**config.mk**
```make
export PLATFORM = sky130hd
export DESIGN_NAME = sevseg_arbiter_flat
export DESIGN_NICKNAME = d
export VERILOG_FILES = /design/src/rtl/sevseg_arbiter_if.sv /design/src/rtl/sevseg_arbiter.sv /design/src/flat_wrapper.sv
export SDC_FILE = /design/constraint.sdc
export NUM_CORES = 1
export LEC_CHECK = 0
export CAP_MARGIN = 40
export CORE_MARGIN = 5
export CORE_UTILIZATION = 25
export DETAILED_ROUTE_END_ITERATION = 7
export PLACE_DENSITY_LB_ADDON = 0.3
export SYNTH_ARGS = -nofsm -noshare
export SYNTH_HDL_FRONTEND = slang
export SYNTH_SLANG_ARGS = --single-unit
```
**constraint.sdc**
```tcl
create_clock -name clk -period 2.7 [get_ports clk]
set_input_delay 0.54 -clock clk [delete_from_list [all_inputs] [get_ports clk]]
set_output_delay 0.54 -clock clk [all_outputs]
set_load 0.05 [all_outputs]
```
**src/rtl/sevseg_arbiter_if.sv**
```systemverilog
// Bundle of request/value inputs and display-side outputs shared by the
// sevseg_arbiter and the logic that feeds or consumes it.
interface sevseg_arbiter_if;
  logic [3:0]  req;
  logic [31:0] req_data;
  logic [3:0]  gnt;
  logic [7:0]  disp_data;
  logic [1:0]  disp_src;
  logic        disp_vld;

  modport master (
    output req, req_data,
    input  gnt, disp_data, disp_src, disp_vld
  );

  modport slave (
    input  req, req_data,
    output gnt, disp_data, disp_src, disp_vld
  );
endinterface

```
**src/rtl/sevseg_arbiter.sv**
```systemverilog
// Round-robin owner selection with minimum dwell for the two-digit display.
// Define SEVSEG_ARB_LOCK_EN to add the 'lock' input that freezes the current owner.
module sevseg_arbiter #(
  parameter int DWELL = 5000000,
  parameter int CW    = 23
) (
  input  logic              clk,
  input  logic              CLR,
`ifdef SEVSEG_ARB_LOCK_EN
  input  logic              lock,
`endif
  sevseg_arbiter_if.slave   arb
);

  typedef enum logic [1:0] {
    IDLE  = 2'd0,
    OWN   = 2'd1,
    SHARE = 2'd2
  } state_e;

  localparam logic [CW-1:0] DwellLast = CW'(DWELL - 1);

  state_e        state_q, state_d;
  logic [CW-1:0] dwell_q, dwell_d;
  logic [1:0]    rr_ptr_q, rr_ptr_d;
  logic [1:0]    src_q, src_d;
  logic [3:0]    gnt_q, gnt_d;
  logic [7:0]    data_q, data_d;
  logic          vld_q, vld_d;

  logic          lock_w;
  logic          found;
  logic [1:0]    winner;
  logic [1:0]    cand;
  logic          owner_req;
  logic          others_req;
  logic          take;

`ifdef SEVSEG_ARB_LOCK_EN
  assign lock_w = lock;
`else
  assign lock_w = 1'b0;
`endif

  // Scan starts just after rr_ptr, so the last winner is considered last.
  always_comb begin
    found  = 1'b0;
    winner = rr_ptr_q;
    cand   = rr_ptr_q;
    for (int k = 1; k <= 4; k++) begin
      cand = rr_ptr_q + 2'(k);
      if (!found && arb.req[cand]) begin
        found  = 1'b1;
        winner = cand;
      end
    end
  end

  assign owner_req  = arb.req[src_q];
  assign others_req = |(arb.req & ~(4'b0001 << src_q));

  always_comb begin
    state_d  = state_q;
    dwell_d  = dwell_q;
    rr_ptr_d = rr_ptr_q;
    src_d    = src_q;
    take     = 1'b0;

    unique case (state_q)
      IDLE: begin
        if (found) take = 1'b1;
      end
      OWN, SHARE: begin
        if (!owner_req) begin
          if (found) take = 1'b1;
          else       state_d = IDLE;
        end else if (lock_w) begin
          state_d = state_q;
        end else if (state_q == OWN) begin
          dwell_d = dwell_q + CW'(1);
          if (dwell_q + CW'(1) == DwellLast) state_d = SHARE;
        end else if (others_req) begin
          take = 1'b1;
        end
      end
      default: state_d = IDLE;
    endcase

    if (take) begin
      state_d  = OWN;
      src_d    = winner;
      rr_ptr_d = winner;
      dwell_d  = '0;
    end

    vld_d  = (state_d != IDLE);
    gnt_d  = vld_d ? (4'b0001 << src_d) : 4'b0000;
    data_d = vld_d ? arb.req_data[{src_d, 3'b000} +: 8] : data_q;
  end

  always_ff @(posedge clk) begin
    if (!CLR) begin
      state_q  <= IDLE;
      dwell_q  <= '0;
      rr_ptr_q <= 2'd3;
      src_q    <= 2'd0;
      gnt_q    <= 4'b0000;
      data_q   <= 8'h00;
      vld_q    <= 1'b0;
    end else begin
      state_q  <= state_d;
      dwell_q  <= dwell_d;
      rr_ptr_q <= rr_ptr_d;
      src_q    <= src_d;
      gnt_q    <= gnt_d;
      data_q   <= data_d;
      vld_q    <= vld_d;
    end
  end

  assign arb.gnt       = gnt_q;
  assign arb.disp_data = data_q;
  assign arb.disp_src  = src_q;
  assign arb.disp_vld  = vld_q;

endmodule
```
**src/flat_wrapper.sv**
```systemverilog
// flat-port wrapper written by rule: the top's interface ports become plain ports
module sevseg_arbiter_flat 
#(
  parameter int DWELL = 5000000,
  parameter int CW    = 23
)
  (clk, CLR, arb_req, arb_req_data, arb_gnt, arb_disp_data, arb_disp_src, arb_disp_vld);
  sevseg_arbiter_if arb_i ();
  input  logic clk;
  input  logic CLR;
  input wire logic [$bits(arb_i.req)-1:0] arb_req;
  input wire logic [$bits(arb_i.req_data)-1:0] arb_req_data;
  output wire logic [$bits(arb_i.gnt)-1:0] arb_gnt;
  output wire logic [$bits(arb_i.disp_data)-1:0] arb_disp_data;
  output wire logic [$bits(arb_i.disp_src)-1:0] arb_disp_src;
  output wire logic [$bits(arb_i.disp_vld)-1:0] arb_disp_vld;
  assign arb_i.req = arb_req;
  assign arb_i.req_data = arb_req_data;
  assign arb_gnt = arb_i.gnt;
  assign arb_disp_data = arb_i.disp_data;
  assign arb_disp_src = arb_i.disp_src;
  assign arb_disp_vld = arb_i.disp_vld;
  sevseg_arbiter #(.DWELL(DWELL), .CW(CW)) u_core (.clk(clk), .CLR(CLR), .arb(arb_i));
endmodule
```
==> flow_summary.json <==
{
  "whs_ns": 0.4676,
  "min_period_over_period_pct": 92.14,
  "synth_area_leaders": "dfxtp_1 33%, mux2i_1 7.4%, xor2_1 5.8%, nor2_1 5.7%, nand2_1 5.4%",
  "synth_most_common_cell": "dfxtp_1",
  "num_rows": 37,
  "drt_iter0_drc": 134,
  "dpl.hpwl_um": 4689,
  "fill_cells": 1037,
  "drive_above_1_share_pct": 19.27,
  "cts_htree_levels": 2,
  "hold_class": "register to register",
  "grtUsageTotal_pct": 10.15,
  "routed_wl_um": 6010,
  "die_x_um": 111.1,
  "synth_top_cells_by_count": "42 x dfxtp_1, 39 x nor2_1, 37 x nand2_1, 19 x mux2i_1, 17 x xor2_1",
  "fin_crit_ns": 2.488,
  "grt_setup_unrepaired": "false",
  "crit_path_end_kind": "register",
  "cp.arrival_ns": 2.73,
  "cts_buffer_depth": 2,
  "worstSetupStartpointType": "register",
  "synth_seq_cells": 42,
  "cp_max_fo": 13,
  "diodes": 0,
  "drtPass1Iterations": 4,
  "worst_r2r_startpoint": "u_core.dwell_q[0]",
  "fin_cells": 520,
  "multi_input_area_um2": 1677,
  "die_y_um": 111.1,
  "hp-start": "u_core.arb.disp_data[6]",
  "synth-main-ff-cell": "dfxtp_1",
  "outcome": "complete, no violations",
  "place.gp.congestion": 0.7543,
  "r2r_slack_ns": 0.21,
  "clock_latency_ns": 0.31,
  "avgSynthCellArea_um2": 8.385,
  "crit_required_ns": 2.94,
  "grt_max_degree": 25,
  "power.leakage_uw": 0.001345,
  "async_reset_ff_share_pct": 0,
  "numCtsBuffers": 5,
  "crit_slowest_cell": "mux2_2",
  "fmax_mhz": 401.9,
  "syn_area_um2": 2557,
  "setup_viol": 0,
  "crit_path_max_incr_delay_ns": 0.37,
  "critical_path_class": "register to register",
  "hold_buffers": 0,
  "cts_tree": "yes",
  "power.density_nw_per_um2": 593.4,
  "register_area_um2": 843.3,
  "worst_r2r_path_depth": 10,
  "ys_seq_area_share_pct": 32.88,
  "synth.top_cell.area_share_pct": 32.88,
  "ant_nets": 0,
  "grt_pass1_vias": 2306,
  "layout-area-overhead-vs-synth_pct": 43.15,
  "cts.clk_slew.worst_paths_ns": 0.09,
  "dp_cells": 512,
  "die_area_um2": 12350,
  "grt_pass1_wl_um": 10540,
  "initial_core_util_pct": 25.23,
  "cts_setup_buffers": 0,
  "slew_headroom_pct": 64.49,
  "cts-root-buf": "clkbuf_8",
  "max-vdd-ir-drop_mv": 0.3324,
  "vias": 2285,
  "globalRouteOverflowTotal": 0,
  "stdcell_area_um2": 3661,
  "yosysTopAreaCell": "dfxtp_1",
  "antenna_found_initial": 0,
  "drc": 0,
  "final_max_slew_viol_count": 0,
  "detail_route.wl_per_cell_um": 11.56,
  "cts.sinks": 42,
  "vias_per_cell": 4.394,
  "maxCapViolCount": 0,
  "coreArea_um2": 10140,
  "hold_viol": 0,
  "io_pins": 53,
  "path_cells": "buf_4 -> nand2_1 -> or2_4 -> nor2_1 -> mux2_2 -> nor4_4 -> a21oi_2 -> nor3_4 -> buf_12 -> mux2i_1",
  "synth_edf_count": 0,
  "ys_types": 51,
  "dpl_cell_area_um2": 3490,
  "r2r_end": "u_core.arb.disp_data[4]",
  "fin_worst_skew_ns": 0.009937,
  "io_buffers": 52,
  "final_nets": 427,
  "postSynthCellCount": 305,
  "hold_depth": 2,
  "yosysWarningCount": 0,
  "syn_nets": 349,
  "worstHoldEndpoint": "u_core.arb.disp_data[6]",
  "worst_pin_slew_ns": 0.5309
}
-- worst max-delay path by stage --
stage	to	startpoint	slack (ns)	cells after the start
after floorplan	u_core.arb.disp_data[2]	u_core.arb.disp_src[0]	0.05	8
after global placement	u_core.arb.disp_data[2]	arb_req[3]	-0.26	12
after detailed placement	u_core.arb.disp_data[0]	arb_req[3]	-0.37	12
after CTS	u_core.arb.disp_data[4]	arb_req[3]	0.008	11
after global routing	u_core.arb.disp_data[1]	u_core.dwell_q[1]	0.01	10
final	u_core.arb.disp_data[4]	u_core.dwell_q[0]	0.21	10
-- per-stage QoR --
stage | TNS, ns | setup slack, ns | power, uW | util, %
finish | 0 | 0.2121 | 2172 | 36.11
global route | 0 | 0.01353 | 2303 | 36.11
CTS | 0 | 0.008365 | 2171 | 35.39
detailed placement | -4.037 | -0.3653 | 1734 | 34.42
global placement | -2.759 | -0.2647 | 1730 | 34.42
floorplan | 0 | 0.05398 | 1347 | -
-- cell type report --
class / count / share of cell area [%]
Clock buffer: 5 / 1.880
Clock inverter: 3 / 0.6835
Inverter: 7 / 0.7177
Multi-Input combinational cell: 239 / 45.80
Sequential cell: 42 / 23.03
Tap cell: 136 / 4.648
Timing Repair Buffer: 88 / 23.24
-- layout by cell type (no fill, tap or decap), types with 17 or more instances in the layout --
cell	Yosys	layout
buf_4	0	32
mux2i_1	19	18
nor2_1	39	39
clkdlybuf4s50_1	0	48
xor2_1	17	17
nand2_1	37	37
dfxtp_1	42	40
-- layer usage --
layer / GRT usage [%] / vias to the layer above / share of wire, %
li1: - / 1211 / -
met5: 0 / - / 0
met4: 2.433 / 0 / 1.1
met2: 16.34 / 63 / 45
met3: 4.749 / 10 / 8.7
met1: 12.33 / 1001 / 45
-- sequential cells by signal, summed over array words and instances, names as in the netlist --
register and flops:
u_core.arb.disp_data 8, u_core.arb.disp_src 2, u_core.arb.disp_vld 1, u_core.arb.gnt 4, u_core.dwell_q 23, u_core.rr_ptr_q 2
u_core.state_q 2
-- repair_timing --
action / 4_1_cts / 5_1_grt
setup endpoints to repair: 9 / 12
pin swaps: 0 / 1
resized for setup: 1 / 17
-- critical path, delay by kind of cell (launching register included) --
family,cells,cell delay [ns]
AND/OR/NAND/NOR,5,1.11
AO/OA/AOI/OAI,1,0.13
flip-flops,1,0.34
buffers and inverters,2,0.30
multiplexers,2,0.56
-- where the power goes --
| group | internal (uW) | switching [uW] |
|---|---|---|
| logic | 463 | 535 |
| clock network | 187 | 241 |
| registers | 693 | 53.9 |
-- cell families (layout without fill, tap and decap cells) --
kind of cell	Yosys count	after routing	share of synthesized area [%]
xor+xnor	26	26	8.904
mux	29	29	12.28
buf+inv	24	103	4.257
fa+ha+maj	6	6	2.935
simple gates	139	139	28.52
flops	42	42	32.88
compound gates	39	39	10.23
Power figures use the tool's default switching activity.
